`config.mk`:
```
export PLATFORM = sky130hd
export DESIGN_NAME = ysyx_23060203_idu_queue
export DESIGN_NICKNAME = d
export VERILOG_FILES = /design/src/rtl/ysyx_23060203_idu_queue.sv
export SDC_FILE = /design/constraint.sdc
export NUM_CORES = 1
export LEC_CHECK = 0
export BUFFER_PORTS_ARGS = -buffer_cell sky130_fd_sc_hd__buf_2
export CAP_MARGIN = 15
export CORE_UTILIZATION = 54
export DETAILED_ROUTE_END_ITERATION = 10
export GPL_ROUTABILITY_DRIVEN = 1
export MAX_ROUTING_LAYER = met4
export PLACE_DENSITY = 0.74
export SYNTH_ARGS = -nofsm -noshare
export SYNTH_HDL_FRONTEND = slang
export SYNTH_SLANG_ARGS = --single-unit
```
`constraint.sdc`:
```
create_clock -name clock -period 5.8 [get_ports clock]
set_input_delay 1.16 -clock clock [delete_from_list [all_inputs] [get_ports clock]]
set_output_delay 1.16 -clock clock [all_outputs]
set_load 0.01 [all_outputs]
```
`src/rtl/ysyx_23060203_idu_queue.sv`:
```
// Decode-side instruction queue with a per-register pending-writer scoreboard.
// Entries are buffered in a circular FIFO; the head is decoded and is only
// offered downstream when none of its source registers has an in-flight
// writer and its destination counter still has headroom.
module ysyx_23060203_idu_queue #(
    parameter int DEPTH = 4,
    parameter int CW    = 2
) (
    input  logic                     clock,
    input  logic                     reset,
    input  logic                     flush,
    input  logic                     in_valid,
    output logic                     in_ready,
    input  logic [31:0]              in_pc,
    input  logic [31:0]              in_inst,
    output logic                     out_valid,
    input  logic                     out_ready,
    output logic [31:0]              out_pc,
    output logic [31:0]              out_inst,
    output logic [4:0]               out_rd,
    input  logic                     rel_valid,
    input  logic [4:0]               rel_rd,
    output logic                     stall_raw,
    output logic [$clog2(DEPTH):0]   count
);
    localparam int            AW   = $clog2(DEPTH);
    localparam logic [AW:0]   FULL = (AW + 1)'(DEPTH);
    localparam logic [CW-1:0] SAT  = '1;

    localparam logic [4:0] OP_LUI    = 5'b01101;
    localparam logic [4:0] OP_AUIPC  = 5'b00101;
    localparam logic [4:0] OP_JAL    = 5'b11011;
    localparam logic [4:0] OP_BRANCH = 5'b11000;
    localparam logic [4:0] OP_STORE  = 5'b01000;
    localparam logic [4:0] OP_OP     = 5'b01100;

    logic [31:0]   r_pc   [DEPTH];
    logic [31:0]   r_inst [DEPTH];
    logic [AW-1:0] r_rptr;
    logic [AW-1:0] r_wptr;
    logic [AW:0]   r_count;
    // Entry 0 is never written, so x0 always reads as "no pending writer".
    logic [CW-1:0] r_sb [32];

    logic [31:0] w_head_inst;
    logic [4:0]  w_op;
    logic [4:0]  w_rd;
    logic [4:0]  w_rs1;
    logic [4:0]  w_rs2;
    logic        w_nonempty;
    logic        w_hazard;
    logic        w_enq;
    logic        w_deq;

    assign w_head_inst = r_inst[r_rptr];
    assign w_op        = w_head_inst[6:2];

    // Head decode; a source register of 0 means "not read".
    always_comb begin
        w_rd  = w_head_inst[11:7];
        w_rs1 = w_head_inst[19:15];
        w_rs2 = 5'd0;
        if (w_op == OP_BRANCH || w_op == OP_STORE)
            w_rd = 5'd0;
        if (w_op == OP_LUI || w_op == OP_AUIPC || w_op == OP_JAL)
            w_rs1 = 5'd0;
        if (w_op == OP_BRANCH || w_op == OP_STORE || w_op == OP_OP)
            w_rs2 = w_head_inst[24:20];
    end

    assign w_nonempty = (r_count != '0);
    assign w_hazard   = ((w_rs1 != 5'd0) && (r_sb[w_rs1] != '0)) ||
                        ((w_rs2 != 5'd0) && (r_sb[w_rs2] != '0)) ||
                        ((w_rd  != 5'd0) && (r_sb[w_rd]  == SAT));

    assign in_ready  = (r_count != FULL);
    assign out_valid = w_nonempty & ~w_hazard & ~flush;
    assign stall_raw = w_nonempty &  w_hazard & ~flush;
    assign out_pc    = r_pc[r_rptr];
    assign out_inst  = w_head_inst;
    assign out_rd    = w_rd;
    assign count     = r_count;

    assign w_enq = in_valid & in_ready & ~flush;
    assign w_deq = out_valid & out_ready;

    // Entry storage; stale slots are harmless because the pointers gate them.
    always_ff @(posedge clock) begin
        if (!reset && w_enq) begin
            r_pc[r_wptr]   <= in_pc;
            r_inst[r_wptr] <= in_inst;
        end
    end

    // Pointers and occupancy; flush empties the queue like a soft reset.
    always_ff @(posedge clock) begin
        if (reset || flush) begin
            r_rptr  <= '0;
            r_wptr  <= '0;
            r_count <= '0;
        end else begin
            if (w_enq) r_wptr <= r_wptr + 1'b1;
            if (w_deq) r_rptr <= r_rptr + 1'b1;
            case ({w_enq, w_deq})
                2'b10:   r_count <= r_count + 1'b1;
                2'b01:   r_count <= r_count - 1'b1;
                default: r_count <= r_count;
            endcase
        end
    end

    // Scoreboard: issue increments, release decrements, both at once cancel.
    // Flush leaves it alone since killed writers are still released later.
    always_ff @(posedge clock) begin
        if (reset) begin
            for (int i = 0; i < 32; i++) r_sb[i] <= '0;
        end else begin
            for (int i = 1; i < 32; i++) begin
                if (w_deq && (w_rd == 5'(i)) && !(rel_valid && (rel_rd == 5'(i))))
                    r_sb[i] <= r_sb[i] + CW'(1);
                else if (rel_valid && (rel_rd == 5'(i)) && !(w_deq && (w_rd == 5'(i)))
                         && (r_sb[i] != '0))
                    r_sb[i] <= r_sb[i] - CW'(1);
            end
        end
    end
endmodule
```
Word-level counts from Yosys, hierarchy flattened

Memories as Yosys holds them, arrays and structs flattened. A register that Yosys moved wholly into a read port is not among the register bits.
Cells that the tools add are included.

Order comparisons: 0
Bitwise gates (word level): 71
Div/mod/pow operators: 0
Add/sub/neg operators: 66
Multipliers: 0
Multiplexer cells: 291
Shift-type cells: 0
Reduce and logical (&&, ||, !) cells: 267
Equality and inequality tests: 72

Operator list:

| cell                                                               | number |
|---|---|
| 1-bit 2-to-1 mux                                                   | 221 |
| 5-bit == test, second input constant                               | 34 |
| 1-bit logical AND                                                  | 159 |
| 2-bit 2-to-1 mux                                                   | 66 |
| 5-bit by 4-bit == test with 1-bit output, second input constant    | 19 |
| 2-bit nonzero test                                                 | 34 |
| 2-bit by 1-bit adder with 2-bit output, second input constant      | 33 |
| 1-bit logical NOT                                                  | 63 |
| 1-bit OR                                                           | 62 |
| 2-bit by 1-bit subtractor with 2-bit output, second input constant | 31 |
| 5-bit by 3-bit == test with 1-bit output, second input constant    | 9 |
| 5-bit by 2-bit == test with 1-bit output, second input constant    | 4 |
| 5-bit 2-to-1 mux                                                   | 3 |
| 5-bit nonzero test                                                 | 3 |
| 5-bit by 1-bit == test with 1-bit output, second input constant    | 2 |
| 1-bit AND                                                          | 7 |
| 1-bit logical OR                                                   | 7 |
| 3-bit one-hot mux with 2 select lines                              | 1 |
| 2-bit == test, second input constant                               | 2 |
| 3-bit by 1-bit adder with 3-bit output, second input constant      | 1 |
| 3-bit != test, second input constant                               | 1 |
| 3-bit nonzero test                                                 | 1 |
| 3-bit by 1-bit subtractor with 3-bit output, second input constant | 1 |
| 2-bit by 1-bit == test with 1-bit output, second input constant    | 1 |
| 1-bit inverter                                                     | 2 |

Memories kept: 3
Bits in registers: 7
Logic and storage cells: 773
Memory bits (writable): 320
Memory bits (read-only): 0
Bits in latches: 0
Input bits: 75

Memory list:

| name   | depth | bits a word | read ports | clocked after memory_dff | write ports | RTL line | text |
|---|---|---|---|---|---|---|---|
| r_inst | 4     | 32          | 1          | 1                        | 1           | 38       | `logic [31:0] r_inst [DEPTH];` |
| r_pc   | 4     | 32          | 1          | 1                        | 1           | 37       | `logic [31:0] r_pc [DEPTH];` |
| r_sb   | 32    | 2           | 34         | 0                        | 32          | 43       | `logic [CW-1:0] r_sb [32];` |

Logic depth before layout (Yosys ltp)

An unclocked memory read counts as a cell.

Depth after elaboration: 22
Depth in mapped cells: 20
Mapped depth without buffers: 15

Worst setup path after synthesis

OpenSTA, ideal clock, no wires.

Path kind: register to output
From: register with a tool-made name
To: output port out_valid
Stages on the path, launching flop included: 14
Slack: 1.423 ns
Arrival: 3.217 ns
Buffers on the path: 5
Required time: 4.640 ns
Cell sequence: dfxtp_1 buf_6 buf_12 buf_6 mux4_2 buf_2 or2_2 a2111oi_0 nor4b_1 nand4_1 nand4_2 buf_2 nor4_1 and2_1

RTL lines:

| item          | RTL line | text |
|---|---|---|
| end, declared | 16       | `output logic out_valid,` |

==> impl_metrics.json <==
{
  "run_status": "completed",
  "drive_above_1_share_pct": 25.2,
  "area_after_detailed_placement_um2": 16600,
  "synthesis.area_per_instance_um2": 14.1,
  "yosys.cell_types.count": 79,
  "syn_to_final_growth_pct": 13.7,
  "clock_tree_from_tritoncts": "done",
  "layout_min_cycle_time_ps": 5240,
  "viasPerCell": 6.27,
  "ant_nets": 0,
  "initial_antenna_violation_count": 4,
  "wire_length_of_the_first_global_routing_pass_mm": 58.4,
  "timing.critical_path.to_type": "output pin",
  "grt_util_met3_pct": 6.07,
  "clock_tree.htree_level_count": 2,
  "ys_warn_count": 0,
  "grtUsageMet1_pct": 35.7,
  "first_pass_iters": 5,
  "grt_pass1_vias": 10200,
  "crit_path_category": "reg2out",
  "die_width_um": 172,
  "post-place-ws_ps": 946,
  "final_hold_fails": 0,
  "worst-slew-pin-transition_ps": 1000,
  "critPathMaxFanout": 37,
  "effective_utilization_at_floorplan_pct": 55.4,
  "die_h_um": 172,
  "dp_hpwl_mm": 26.5,
  "fin_worst_setup_slack_ps": 558,
  "numPortBuffers": 149,
  "cts_hold_buffers": 0,
  "grt_overflow": 0,
  "drv_slew": 0,
  "nNetsFinal": 1324,
  "cp_cell_sequence": "mux4_2, nor2b_1, a221oi_1, a221o_1, a31oi_1, nand4_2, nor4_1, and2_1, buf_2",
  "syn-instance-count": 1100,
  "worst-path-buf-inv": 1,
  "grt_met2_use_pct": 42.9,
  "finClkSkew_ps": 16.9,
  "final_cell_area_um2": 17700,
  "yosys_register_bits": 327,
  "cts-buffers-inserted": 34,
  "synth_edf_count": 318,
  "synth_seq_area_share_pct": 62.6,
  "cell_row_count": 61,
  "critPathArrivalTime_ps": 4080,
  "mappedNetlistArea_um2": 15500,
  "grt_use_total_pct": 27.5,
  "ctsLongestPathBuffers": 3,
  "cp-start-kind": "flip-flop",
  "die_area_um2": 29500,
  "synth_top_area_cell": "sky130_fd_sc_hd__edfxtp_1",
  "powerDensity_nw_per_um2": 286,
  "slowest_stage": "sky130_fd_sc_hd__dfxtp_4",
  "design.portCount": 150,
  "cts.sinks": 327,
  "cts_setup_buffers": 0,
  "finalPower_mw": 5.05,
  "design.core.area_um2": 28100,
  "vias": 10400,
  "synth_top_area_share_pct": 61.4,
  "post_synth_most_frequent_cells": "sky130_fd_sc_hd__edfxtp_1 (318), sky130_fd_sc_hd__nor2_1 (104), sky130_fd_sc_hd__nand2_1 (86), sky130_fd_sc_hd__mux4_2 (68), sky130_fd_sc_hd__nor3_1 (49)",
  "wl_per_cell_um": 23.3,
  "fmax_mhz": 191,
  "peakVddDrop_uv": 345,
  "power_leakage_nw": 5.85,
  "final_gp_congestion": 1.02,
  "filler_cell_count": 2118,
  "clock_root_buffer": "sky130_fd_sc_hd__clkbuf_16",
  "report.final.setup_viol": 0,
  "grt_start_max_net_pins": 65,
  "setup_repair_after_global_routing_missed_its_margin": "no",
  "insertion_delay_ps": 520,
  "synthesis.nets": 1182,
  "drc_errors": 0,
  "synth.most_common_cell": "sky130_fd_sc_hd__edfxtp_1",
  "critical_path.top_delay_family": "simple AND/OR/NAND/NOR gates",
  "worst_rel_slew_slack_pct": 33.1,
  "hold_ws_ps": 519,
  "dr.first_iter.drc_count": 1014,
  "hp-start": "r_rptr[1]$_SDFFE_PP0P_",
  "r2r_setup_slack_ps": 980,
  "timing.final.crit_share_pct": 90.4,
  "crit_required_ps": 4640,
  "grt_most_used_layer": "met2",
  "hp-class": "reg2reg",
  "finalWirelength_mm": 38.5,
  "critical_path.max_stage_delay_ps": 670,
  "maxCapViolations": 0,
  "cts.clk_slew.worst_paths_ps": 60,
  "async_flop_share_pct": 0,
  "aggregate_negative_setup_slack_ps": 0,
  "synth_ff_type": "sky130_fd_sc_hd__edfxtp_1",
  "cts-resized-gates": 0,
  "cell_types_occupying_the_most_area_after_synthesis": "sky130_fd_sc_hd__edfxtp_1 (61%), sky130_fd_sc_hd__mux4_2 (9.8%), sky130_fd_sc_hd__nor2_1 (2.5%)"
}
-- per-layer routing --
metal  part of all wire (%)  up-vias
li1                       -     4658
met1                     41     5159
met2                     48      449
met3                    7.9       89
met4                    3.3        0
met5                      0        -
-- cell type report --
type	count	area, um^2	area share (%)
Antenna cell	5	12.5	0.0708
Clock buffer	41	877	4.96
Clock inverter	21	185	1.05
Inverter	21	78.8	0.446
Multi-Input combinational cell	698	5480	31.0
Sequential cell	327	9740	55.1
Tap cell	378	473	2.68
Timing Repair Buffer	160	828	4.69
-- layout by cell type, fill, tap and decap left out, types with 11 or more instances in the layout --
| cell | n |
|---|---|
| sky130_fd_sc_hd__clkbuf_16 | 34 |
| sky130_fd_sc_hd__a211oi_1 | 14 |
| sky130_fd_sc_hd__a211o_1 | 14 |
| sky130_fd_sc_hd__nor3_1 | 49 |
| sky130_fd_sc_hd__buf_2 | 149 |
| sky130_fd_sc_hd__xor2_1 | 25 |
| sky130_fd_sc_hd__nand3_1 | 31 |
| sky130_fd_sc_hd__mux2i_1 | 24 |
| sky130_fd_sc_hd__o21ai_0 | 33 |
| sky130_fd_sc_hd__inv_1 | 21 |
| sky130_fd_sc_hd__nand2_1 | 86 |
| sky130_fd_sc_hd__and3_1 | 12 |
| sky130_fd_sc_hd__edfxtp_1 | 318 |
| sky130_fd_sc_hd__mux4_2 | 68 |
| sky130_fd_sc_hd__a21oi_1 | 34 |
| sky130_fd_sc_hd__buf_4 | 11 |
| sky130_fd_sc_hd__nor2_1 | 104 |
| sky130_fd_sc_hd__mux2_2 | 12 |
| sky130_fd_sc_hd__or3_1 | 17 |
-- worst register-to-register path, stage by stage (launching register included) --
cell	delay, ps
sky130_fd_sc_hd__dfxtp_4	490
sky130_fd_sc_hd__buf_4	310
sky130_fd_sc_hd__buf_4	560
sky130_fd_sc_hd__mux4_2	730
sky130_fd_sc_hd__a2111oi_2	250
sky130_fd_sc_hd__nor4_1	130
sky130_fd_sc_hd__or4_1	750
sky130_fd_sc_hd__nor2_1	260
sky130_fd_sc_hd__ha_1	220
sky130_fd_sc_hd__inv_1	60
sky130_fd_sc_hd__fa_1	370
sky130_fd_sc_hd__xor2_1	160
sky130_fd_sc_hd__or3_1	310
sky130_fd_sc_hd__a21oi_1	140
-- through the flow --
step           util, %  std cells
6_report          62.9       1651
5_1_grt           62.9       1650
4_1_cts           62.9       1646
3_5_place_dp      59.1       1584
3_3_place_gp      59.1       1584
2_1_floorplan        -       1100
-- sequential cells by signal (all words and copies together), names as in the netlist, named ones only --
register / count
r_rptr: 2
r_sb: 62
count: 3
r_inst: 128
r_wptr: 2
r_pc: 128
-- power breakdown --
part | switching [mW] | internal [mW]
Sequential | 0.0373 | 2.64
Combinational | 0.195 | 0.111
Clock | 0.917 | 1.15
Total | 1.15 | 3.90
-- path summary, 6_finish.rpt --
kind / to / cells past startpoint
max reg2reg: count[2]$_SDFFE_PP0P_ / 13
min reg2reg: flip-flop / 2
min: flip-flop / 2
max: out_valid / 9
-- cell families (layout without fill, tap and decap cells) --
logic type	Yosys count	after routing	synth area share, %
buffers and inverters	75	243	2.26
muxes	104	104	12.3
AOI/OAI and AO/OA	174	174	8.19
xor gates and xnor gates	35	35	1.97
other	0	5	0
DFF	327	327	62.6
and+or+nand+nor	378	378	12.1
adders and majority gates	7	7	0.612
Power figures use the tool's default switching activity.
